--- src/rtl/jk_ctrl_pkg.sv ---
// Shared types for the JK latch bank controller: op codes, FSM states,
// requester count and a helper that says when the bank's J/K lines are driven.
package jk_ctrl_pkg;

   localparam int NUM_REQ = 2;

   typedef enum logic [1:0] {
      OP_HOLD   = 2'b00,
      OP_RESET  = 2'b01,
      OP_SET    = 2'b10,
      OP_TOGGLE = 2'b11
   } op_e;

   typedef enum logic [2:0] {
      ST_IDLE,
      ST_SETUP,
      ST_PULSE,
      ST_HOLD,
      ST_DONE
   } state_e;

   // J/K are presented from setup through hold so they bracket the enable pulse.
   function automatic logic drives_jk(input state_e s);
      return (s == ST_SETUP) || (s == ST_PULSE) || (s == ST_HOLD);
   endfunction

endpackage

--- src/rtl/rr_arb2.sv ---
// Two-way round-robin arbiter. The requester granted last becomes lowest
// priority once the grant is taken (adv_i). Requester 0 is favoured after reset.
module rr_arb2
   import jk_ctrl_pkg::*;
(
   input  logic               clk_i,
   input  logic               rst_i,
   input  logic [NUM_REQ-1:0] req_i,
   input  logic               adv_i,
   output logic [NUM_REQ-1:0] gnt_o
);

   // prio_q = 1 means requester 1 currently wins a tie
   logic prio_q, prio_d;

   // One-hot grant from the current priority, plus priority update on a taken grant
   always_comb begin
      gnt_o  = '0;
      prio_d = prio_q;
      if (prio_q) begin
         if (req_i[1])      gnt_o = 2'b10;
         else if (req_i[0]) gnt_o = 2'b01;
      end else begin
         if (req_i[0])      gnt_o = 2'b01;
         else if (req_i[1]) gnt_o = 2'b10;
      end
      if (adv_i && (gnt_o != '0)) prio_d = gnt_o[0];
   end

   // Priority pointer register
   always_ff @(posedge clk_i or posedge rst_i) begin
      if (rst_i) prio_q <= 1'b0;
      else       prio_q <= prio_d;
   end

endmodule

--- src/rtl/jk_latch_bank_ctrl.sv ---
// Shares a bank of WIDTH level-sensitive JK latches between two requesters.
// Each operation runs IDLE -> SETUP -> PULSE (PULSE_CYC) -> HOLD -> DONE.
// TOGGLE is resolved into per-bit SET/RESET from Q sampled at grant, so the
// transparent latches never see J=K=1.
// Optional feature: define JK_VERIFY_EN to compare the bank's Q against the
// requested result in DONE and flag a mismatch on err_o alongside ack_o.
module jk_latch_bank_ctrl
   import jk_ctrl_pkg::*;
#(
   parameter int WIDTH     = 8,
   parameter int PULSE_CYC = 1
)(
   input  logic               clk_i,
   input  logic               rst_i,
   input  logic [NUM_REQ-1:0] req_i,
   input  logic [1:0]         op0_i,
   input  logic [WIDTH-1:0]   mask0_i,
   input  logic [1:0]         op1_i,
   input  logic [WIDTH-1:0]   mask1_i,
   output logic [NUM_REQ-1:0] ack_o,
   output logic               busy_o,
   output logic               err_o,
   input  logic [WIDTH-1:0]   q_in_i,
   output logic [WIDTH-1:0]   j_out_o,
   output logic [WIDTH-1:0]   k_out_o,
   output logic               c_out_o
);

   localparam int CW = (PULSE_CYC > 1) ? $clog2(PULSE_CYC) : 1;
   localparam logic [CW-1:0] CNT_LAST = CW'(PULSE_CYC - 1);

   state_e               state_q, state_d;
   logic [CW-1:0]        cnt_q, cnt_d;
   logic [NUM_REQ-1:0]   gnt, gnt_q, gnt_d;
   logic [WIDTH-1:0]     jop_q, jop_d, kop_q, kop_d;
   logic [WIDTH-1:0]     j_q, j_d, k_q, k_d;
   logic                 c_q, c_d;
   logic [NUM_REQ-1:0]   ack_q, ack_d;
   logic                 grant;
   op_e                  sel_op;
   logic [WIDTH-1:0]     sel_mask;

   assign grant    = (state_q == ST_IDLE) && (req_i != '0);
   assign sel_op   = gnt[1] ? op_e'(op1_i) : op_e'(op0_i);
   assign sel_mask = gnt[1] ? mask1_i : mask0_i;

   rr_arb2 u_arb (
      .clk_i (clk_i),
      .rst_i (rst_i),
      .req_i (req_i),
      .adv_i (grant),
      .gnt_o (gnt)
   );

   // Next state, operand capture at grant, and registered-output next values
   always_comb begin
      state_d = state_q;
      cnt_d   = cnt_q;
      gnt_d   = gnt_q;
      jop_d   = jop_q;
      kop_d   = kop_q;
      unique case (state_q)
         ST_IDLE: begin
            if (grant) begin
               state_d = ST_SETUP;
               gnt_d   = gnt;
               unique case (sel_op)
                  OP_HOLD:   begin jop_d = '0;                  kop_d = '0;                 end
                  OP_RESET:  begin jop_d = '0;                  kop_d = sel_mask;           end
                  OP_SET:    begin jop_d = sel_mask;            kop_d = '0;                 end
                  OP_TOGGLE: begin jop_d = sel_mask & ~q_in_i;  kop_d = sel_mask & q_in_i;  end
                  default:   begin jop_d = '0;                  kop_d = '0;                 end
               endcase
            end
         end
         ST_SETUP: begin
            state_d = ST_PULSE;
            cnt_d   = '0;
         end
         ST_PULSE: begin
            if (cnt_q == CNT_LAST) state_d = ST_HOLD;
            else                   cnt_d   = cnt_q + 1'b1;
         end
         ST_HOLD: state_d = ST_DONE;
         ST_DONE: state_d = ST_IDLE;
         default: state_d = ST_IDLE;
      endcase

      // Bank-facing outputs are registered from the next state so they are glitch-free
      j_d   = drives_jk(state_d) ? jop_d : '0;
      k_d   = drives_jk(state_d) ? kop_d : '0;
      c_d   = (state_d == ST_PULSE);
      ack_d = (state_d == ST_DONE) ? gnt_d : '0;
   end

   // State, operands and output registers
   always_ff @(posedge clk_i or posedge rst_i) begin
      if (rst_i) begin
         state_q <= ST_IDLE;
         cnt_q   <= '0;
         gnt_q   <= '0;
         jop_q   <= '0;
         kop_q   <= '0;
         j_q     <= '0;
         k_q     <= '0;
         c_q     <= 1'b0;
         ack_q   <= '0;
      end else begin
         state_q <= state_d;
         cnt_q   <= cnt_d;
         gnt_q   <= gnt_d;
         jop_q   <= jop_d;
         kop_q   <= kop_d;
         j_q     <= j_d;
         k_q     <= k_d;
         c_q     <= c_d;
         ack_q   <= ack_d;
      end
   end

   assign j_out_o = j_q;
   assign k_out_o = k_q;
   assign c_out_o = c_q;
   assign ack_o   = ack_q;
   assign busy_o  = (state_q != ST_IDLE);

`ifdef JK_VERIFY_EN
   op_e              op_q;
   logic [WIDTH-1:0] mask_q;
   logic             err_q, err_d;

   // Every masked non-HOLD bit has exactly one of J/K set, so the expected
   // Q under the mask is simply the J operand. Q is sampled on the last HOLD
   // cycle, after the enable has closed, so it reflects the settled bank.
   always_comb begin
      err_d = (state_q == ST_HOLD) && (op_q != OP_HOLD) &&
              (((q_in_i ^ jop_q) & mask_q) != '0);
   end

   // Op/mask capture for readback and the error flag register
   always_ff @(posedge clk_i or posedge rst_i) begin
      if (rst_i) begin
         op_q   <= OP_HOLD;
         mask_q <= '0;
         err_q  <= 1'b0;
      end else begin
         if (grant) begin
            op_q   <= sel_op;
            mask_q <= sel_mask;
         end
         err_q <= err_d;
      end
   end

   assign err_o = err_q;
`else
   assign err_o = 1'b0;
`endif

endmodule

--- config.mk ---
export PLATFORM = sky130hd
export DESIGN_NAME = jk_latch_bank_ctrl
export DESIGN_NICKNAME = d
export VERILOG_FILES = /design/src/rtl/jk_ctrl_pkg.sv /design/src/rtl/rr_arb2.sv /design/src/rtl/jk_latch_bank_ctrl.sv
export SDC_FILE = /design/constraint.sdc
export NUM_CORES = 1
export LEC_CHECK = 0
export ABC_AREA = 0
export BUFFER_PORTS_ARGS = -buffer_cell sky130_fd_sc_hd__buf_2
export CAP_MARGIN = 20
export CORE_UTILIZATION = 56
export DETAILED_ROUTE_END_ITERATION = 8
export GPL_TIMING_DRIVEN = 0
export PLACE_DENSITY = 0.9
export SYNTH_ARGS = -nofsm -noshare
export SYNTH_HDL_FRONTEND = slang
export SYNTH_SLANG_ARGS = --single-unit
--- constraint.sdc ---
create_clock -name clk_i -period 2.2 [get_ports clk_i]
set_input_delay 0 -clock clk_i [delete_from_list [all_inputs] [get_ports clk_i]]
set_output_delay 0 -clock clk_i [all_outputs]
set_load 0.05 [all_outputs]
==> results of run 1 <==
## cell type report
class / instances / area (um^2)
fillers: 238 / 865.8
flip-flops and latches: 41 / 1026
inverters: 4 / 15.01
well taps: 46 / 57.56
multi-input cells: 121 / 890.9
clock inverters: 3 / 65.06
plain buffers: 10 / 86.33
clock buffers: 5 / 37.54
repair buffers: 60 / 345.3
## routing by layer
metal	part of all wire	track usage	wire (um)	vias to the layer above
li1	-	-	-	760
met2	0.47	0.3951	2013	65
met1	0.46	0.3463	1934	779
met3	0.053	0.07039	225	9
met4	0.015	0.08571	65	0
met5	0	0	0	-
## critical path, cell delays in order, from the launching register on
cell	delay, ns
dfrtp_1	0.41
nand2b_4	0.20
a21oi_4	0.36
o21ai_4	0.11
buf_6	0.16
o31ai_1	0.30
## state kept, by name, summed over array words and instances (netlist names)
register and flops:
kop_q 8, jop_q 8, c_out_o 1, j_out_o 8, state_q 3, gnt_q 2
u_arb.prio_q 1, ack_o 2, k_out_o 8
## how the worst min path moves through the flow
stage	from	endpoint	slack [ns]	cells after the start
floorplan	req_i[0]	state_q[0]	0.19	2
global placement	q_in_i[4]	jop_q[4]	0.33	3
detailed placement	rst_i	k_out_o[1]	0.21	2
CTS	req_i[0]	state_q[0]	0.05	3
global route	req_i[0]	state_q[0]	0.05	3
finish	req_i[0]	state_q[0]	0.03	3
## through the flow
stage | hold WS (ns) | total power, mW
floorplan | 0.1891 | 2.587
global placement | 0.3285 | 2.945
detailed placement | 0.2073 | 2.993
CTS | 0.04661 | 3.594
global route | 0.05402 | 3.817
finish | 0.03406 | 3.592
## cell families after synthesis
family          Yosys count  synth area share
compound gates           58            0.2498
simple gates             53            0.1358
flops                    41            0.5084
buf+inv                  14           0.05021
mux                       8           0.04960
xor+xnor                  1          0.004341
other cells               1          0.001858
## cells in the final DEF (no fill, tap or decap), types with 2 or more instances in the layout
| master | count |
|---|---|
| nor3_1 | 2 |
| and3_4 | 2 |
| dlygate4sd3_1 | 9 |
| inv_1 | 2 |
| buf_2 | 54 |
| nand2_1 | 36 |
| mux2i_1 | 2 |
| buf_6 | 5 |
| o21ai_0 | 3 |
| o21ai_1 | 2 |
| o21ba_2 | 6 |
| mux2i_2 | 5 |
| o21a_1 | 8 |
| a21o_1 | 2 |
| inv_2 | 2 |
| clkbuf_4 | 5 |
| o31ai_2 | 6 |
| o31ai_1 | 24 |
| buf_4 | 2 |
| bufinv_16 | 2 |
| dfrtp_1 | 41 |
| o21ai_4 | 2 |
| nor2_1 | 4 |
## power by group
| part | internal, mW | switching (mW) |
|---|---|---|
| registers | 1.08 | 0.168 |
| logic | 0.529 | 1.22 |
| clock network | 0.352 | 0.244 |
| total | 1.96 | 1.63 |
==> results.json, run 1 <==
{
  "status": "finished clean",
  "timing.rr.end": "jop_q[5]",
  "dp_slack_ns": 0.6061,
  "htreeDepth": 2,
  "grt_pass1_wl_mm": 6.796,
  "syn_to_final_growth_pct": 25.05,
  "ant_nets": 0,
  "period_needed_ns": 1.652,
  "synth.largest_area_cell": "dfrtp_1",
  "ys_top_cells_by_count": "41 x dfrtp_1, 36 x nand2_1, 24 x o31ai_1",
  "portBuffers": 51,
  "worstPathMaxFanout": 10,
  "antenna_found_initial": 0,
  "finalSetupTns_ns": 0,
  "synth.net_count": 208,
  "synth_area_um2": 2018,
  "clk_path_buf_depth": 2,
  "synthFlopType": "dfrtp_1",
  "cts_resized": 0,
  "r2r_slack_ns": 0.55,
  "power_density_nw_per_um2": 1423,
  "period_share": 0.7509,
  "synthTopCellsByArea": "dfrtp_1 51%, o31ai_1 8.9%, nand2_1 6.7%",
  "irDropWorstVdd_mv": 0.7124,
  "wl_per_cell_um": 14.62,
  "post_dp_cell_area_um2": 2331,
  "core_area_um2": 3390,
  "cts_buffers": 5,
  "hold_viol_final": 0,
  "cts_tree": "built",
  "tightest_slew_ns": 0.8190,
  "gr-total-overflow": 0,
  "synth_top_area_share": 0.5084,
  "synth.distinct_cells": 37,
  "min_path_type": "primary input to flip-flop",
  "synth-seq-cells": 41,
  "ys_async_sr_fraction": 1.000,
  "initial_core_util": 0.5954,
  "drt-initial-drc-count": 92,
  "endpoint": "jop_q[5]",
  "rr_worst_depth": 5,
  "drive_above_1_share": 0.4098,
  "setup_viol": 0,
  "rsz0062_at_grt": "false",
  "final_nets": 275,
  "hpwl_mm": 2.925,
  "first_global_vias": 1464,
  "syn-mean-instance-area_um2": 11.47,
  "crit_type": "flip-flop to flip-flop",
  "skew_ns": 0.008041,
  "final_area_um2": 2524,
  "crit_start": "u_arb.prio_q",
  "start_kind": "flip-flop",
  "stdcell_count": 290,
  "setup_slack_ns": 0.5480,
  "p_leak_nw": 1.231,
  "dieWidth_um": 62.03,
  "relSlewSlack": 0.4532,
  "clk_pin_slew_worst_paths_ns": 0.12,
  "cp.required_ns": 2.45,
  "reg2reg_from": "u_arb.prio_q",
  "arrival_ns": 1.90,
  "dr.pass1.iters": 4,
  "fp.dieH_um": 62.03,
  "fmax_ghz": 0.6053,
  "max_cap_violations": 0,
  "holdBufCountCts": 9,
  "io_pins": 53,
  "synth_edf_count": 0,
  "endpoint_kind": "flip-flop",
  "drc": 0,
  "finalMaxSlewViolations": 0,
  "gp_congestion": 0.8245,
  "post_cts_buffers": 0,
  "routed_wl_mm": 4.239,
  "diodes": 0,
  "clock_sinks": 41,
  "dp_cells": 273,
  "ys_seq_area_frac": 0.5084,
  "final_util": 0.7446,
  "vias": 1613,
  "root_buffer": "clkbuf_4",
  "grtUsageTotal": 0.2550,
  "die_area_um2": 3848,
  "fp-row-count": 21,
  "vias_per_cell": 5.562,
  "grt_max_degree": 42,
  "yosys_warnings": 0,
  "yosysMostFrequentCell": "dfrtp_1",
  "clock_latency_ns": 0.36,
  "syn_inst": 176
}
Note: power is estimated with default switching activity, not from simulation.
==> run 2, diff against run 1 <==
--- a/config.mk
+++ b/config.mk
@@ -5,13 +5,13 @@
 export SDC_FILE = /design/constraint.sdc
 export NUM_CORES = 1
 export LEC_CHECK = 0
-export ABC_AREA = 0
+export ABC_AREA = 1
 export BUFFER_PORTS_ARGS = -buffer_cell sky130_fd_sc_hd__buf_2
 export CAP_MARGIN = 20
-export CORE_UTILIZATION = 56
+export CORE_UTILIZATION = 50
 export DETAILED_ROUTE_END_ITERATION = 8
 export GPL_TIMING_DRIVEN = 0
-export PLACE_DENSITY = 0.9
+export PLACE_DENSITY = 0.84
 export SYNTH_ARGS = -nofsm -noshare
 export SYNTH_HDL_FRONTEND = slang
 export SYNTH_SLANG_ARGS = --single-unit
==> constraint.sdc (replaced) <==
create_clock -name clk_i -period 1.6 [get_ports clk_i]
set_input_delay 0 -clock clk_i [delete_from_list [all_inputs] [get_ports clk_i]]
set_output_delay 0 -clock clk_i [all_outputs]
set_load 0.05 [all_outputs]
==> results.json, run 2 <==
{
  "status": "finished clean",
  "synth.largest_area_cell": "dfrtp_1",
  "post_cts_buffers": 0,
  "arrival_ns": 1.71,
  "endpoint_kind": "flip-flop",
  "worstPathMaxFanout": 10,
  "relSlewSlack": 0.4574,
  "first_global_vias": 1401,
  "rsz0062_at_grt": "false",
  "diodes": 0,
  "period_needed_ns": 1.471,
  "fmax_ghz": 0.6799,
  "timing.rr.end": "k_out_o[7]",
  "drive_above_1_share": 0.2935,
  "layout_commonest_cell": "nand2_1",
  "min_path_type": "primary input to flip-flop",
  "post_dp_cell_area_um2": 2076,
  "dr.pass1.iters": 5,
  "clk_path_buf_depth": 2,
  "synth.net_count": 239,
  "synthTopCellsByArea": "dfrtp_1 58%, nand2_1 17%, a21oi_1 5.1%",
  "final_nets": 307,
  "portBuffers": 51,
  "synth_area_um2": 1763,
  "htreeDepth": 2,
  "synth_top_area_share": 0.5820,
  "gr-total-overflow": 0,
  "core_area_um2": 3363,
  "synth.distinct_cells": 18,
  "hpwl_mm": 2.627,
  "clock_latency_ns": 0.36,
  "clkPwrFrac": 0.117,
  "fp-row-count": 21,
  "hold_viol_final": 0,
  "crit_start": "state_q[1]",
  "p_sw_mw": 2.135,
  "r2r_slack_ns": 0.13,
  "syn-mean-instance-area_um2": 8.517,
  "synth-compound-area-share": 0.05820,
  "cts_tree": "built",
  "die_area_um2": 3768,
  "synth_edf_count": 0,
  "cp.required_ns": 1.84,
  "syn_to_final_growth_pct": 27.40,
  "io_pins": 53,
  "period_share": 0.9192,
  "endpoint": "k_out_o[7]",
  "finalMaxSlewViolations": 0,
  "vias": 1594,
  "dp_slack_ns": 0.03223,
  "final_cell_mix": "82 x nand2_1, 53 x buf_2, 40 x dfrtp_1",
  "irDropWorstVdd_mv": 0.9546,
  "synthSimpleGateAreaFrac": 0.2988,
  "synthXorXnorAreaFrac": 0,
  "dieWidth_um": 61.38,
  "internal_power_mw": 2.152,
  "sw_frac_of_total": 0.4979,
  "skew_ns": 0.01927,
  "ant_nets": 0,
  "crit_type": "flip-flop to flip-flop",
  "ys_top_cells_by_count": "82 x nand2_1, 41 x dfrtp_1, 18 x a21oi_1, 18 x nor2_1, 17 x inv_1",
  "setup_slack_ns": 0.1292,
  "tightest_slew_ns": 0.8127,
  "synth.area.mux_share": 0,
  "ys_seq_area_frac": 0.5820,
  "root_buffer": "clkbuf_4",
  "antenna_found_initial": 0,
  "clock_sinks": 41,
  "drt-initial-drc-count": 112,
  "fp.dieH_um": 61.38,
  "routed_wl_mm": 4.058,
  "cts_buffers": 5,
  "ys_async_sr_fraction": 1.000,
  "wl_per_cell_um": 12.60,
  "power_density_nw_per_um2": 1909,
  "clk_pin_slew_worst_paths_ns": 0.13,
  "gp_congestion": 0.9066,
  "initial_core_util": 0.5242,
  "pwr-share-seq": 0.362,
  "synthAdderAreaFrac": 0,
  "synthFlopType": "dfrtp_1",
  "grtUsageTotal": 0.2290,
  "reg2reg_from": "state_q[1]",
  "yosysMostFrequentCell": "nand2_1",
  "yosys_warnings": 0,
  "setup_viol": 0,
  "p_leak_nw": 1.313,
  "synth-seq-cells": 41,
  "p_comb_frac": 0.521,
  "syn_inst": 207,
  "final_area_um2": 2246,
  "drc": 0,
  "grt_pass1_wl_mm": 6.092,
  "start_kind": "flip-flop",
  "rr_worst_depth": 7,
  "synth_top_family_by_area": "simple AND/OR/NAND/NOR gates",
  "max_cap_violations": 0,
  "finalSetupTns_ns": 0,
  "vias_per_cell": 4.950,
  "grt_max_degree": 42
}
## run 2: cell count changes in the layout (fill, tap and decap cells not counted), sizes merged, moves of 3 or more
cell   before  now
nor2        6   24
o21ba       7    0
inv         4   18
nand3       0   10
nand2      36   88
and3        3    0
o31ai      30    0
buf        61   56
o21a        8    0
mux2i       7    0
o21ai       7    0
a21oi       2   18
## run 2: repair_timing
item / in CTS / in global routing
hold buffers: 9 / 0
hold endpoints to repair: 58 / 0
endpoints found under the setup margin: 0 / 30
gates resized for setup: 0 / 6
## run 2: cells by family after synthesis
family	count (synthesis)
DFF	41
buffers and inverters	23
and+or+nand+nor	123
other	1
AOI/OAI and AO/OA	19
## run 2: through the flow
stage | hold slack, ns | total power, mW | utilization | instances
after global routing | 0.06201 | 4.578 | 0.6678 | 322
final | 0.04020 | 4.287 | 0.6678 | 322
after detailed placement | 0.2101 | 3.687 | 0.6172 | 304
after global placement | 0.3386 | 3.630 | 0.6172 | 304
after floorplan | 0.2244 | 3.176 | - | 207
after CTS | 0.03717 | 4.186 | 0.6592 | 321
## run 2: final cells by class
cell class / instances / area, um^2
fillers: 282 / 1117
flip-flops and latches: 41 / 1027
multi-input cells: 144 / 660.6
repair buffers: 60 / 345.3
inverters: 18 / 67.56
well taps: 46 / 57.56
clock buffers: 6 / 41.29
plain buffers: 5 / 36.28
clock inverters: 2 / 10.01
## run 2: worst min path at each step
stage | startpoint | end | slack [ns] | depth (start not counted)
after floorplan | q_in_i[2] | jop_q[2] | 0.22 | 3
after global placement | q_in_i[1] | kop_q[1] | 0.34 | 5
after detailed placement | rst_i | j_out_o[6] | 0.21 | 2
after CTS | mask0_i[5] | kop_q[5] | 0.04 | 5
after global routing | mask0_i[4] | kop_q[4] | 0.06 | 5
final | mask0_i[5] | kop_q[5] | 0.04 | 5
## run 2: power by group through the flow
stage / sequential [mW] / clock, mW / combinational (mW)
after floorplan: 2.16 / 0 / 1.01
after global placement: 1.55 / 0 / 2.08
after detailed placement: 1.56 / 0 / 2.13
after CTS: 1.53 / 0.499 / 2.15
after global routing: 1.59 / 0.555 / 2.43
final: 1.55 / 0.502 / 2.23
## run 2: routing by layer
layer	GRT usage	up-vias	wire length (um)	share of wire
met5	0	-	0	0
met4	0.1143	0	115	0.028
met3	0.07143	16	347	0.086
met2	0.3525	91	1919	0.47
met1	0.2953	712	1675	0.41
li1	-	775	-	-
## run 2: critical path, stage by stage, from the launching register on
cell and delay, ns:
dfrtp_2 0.45, nor2_4 0.14, nand2_4 0.09, nor2_4 0.20, inv_2 0.09, buf_2 0.20, nand2_1 0.10, a21oi_1 0.08
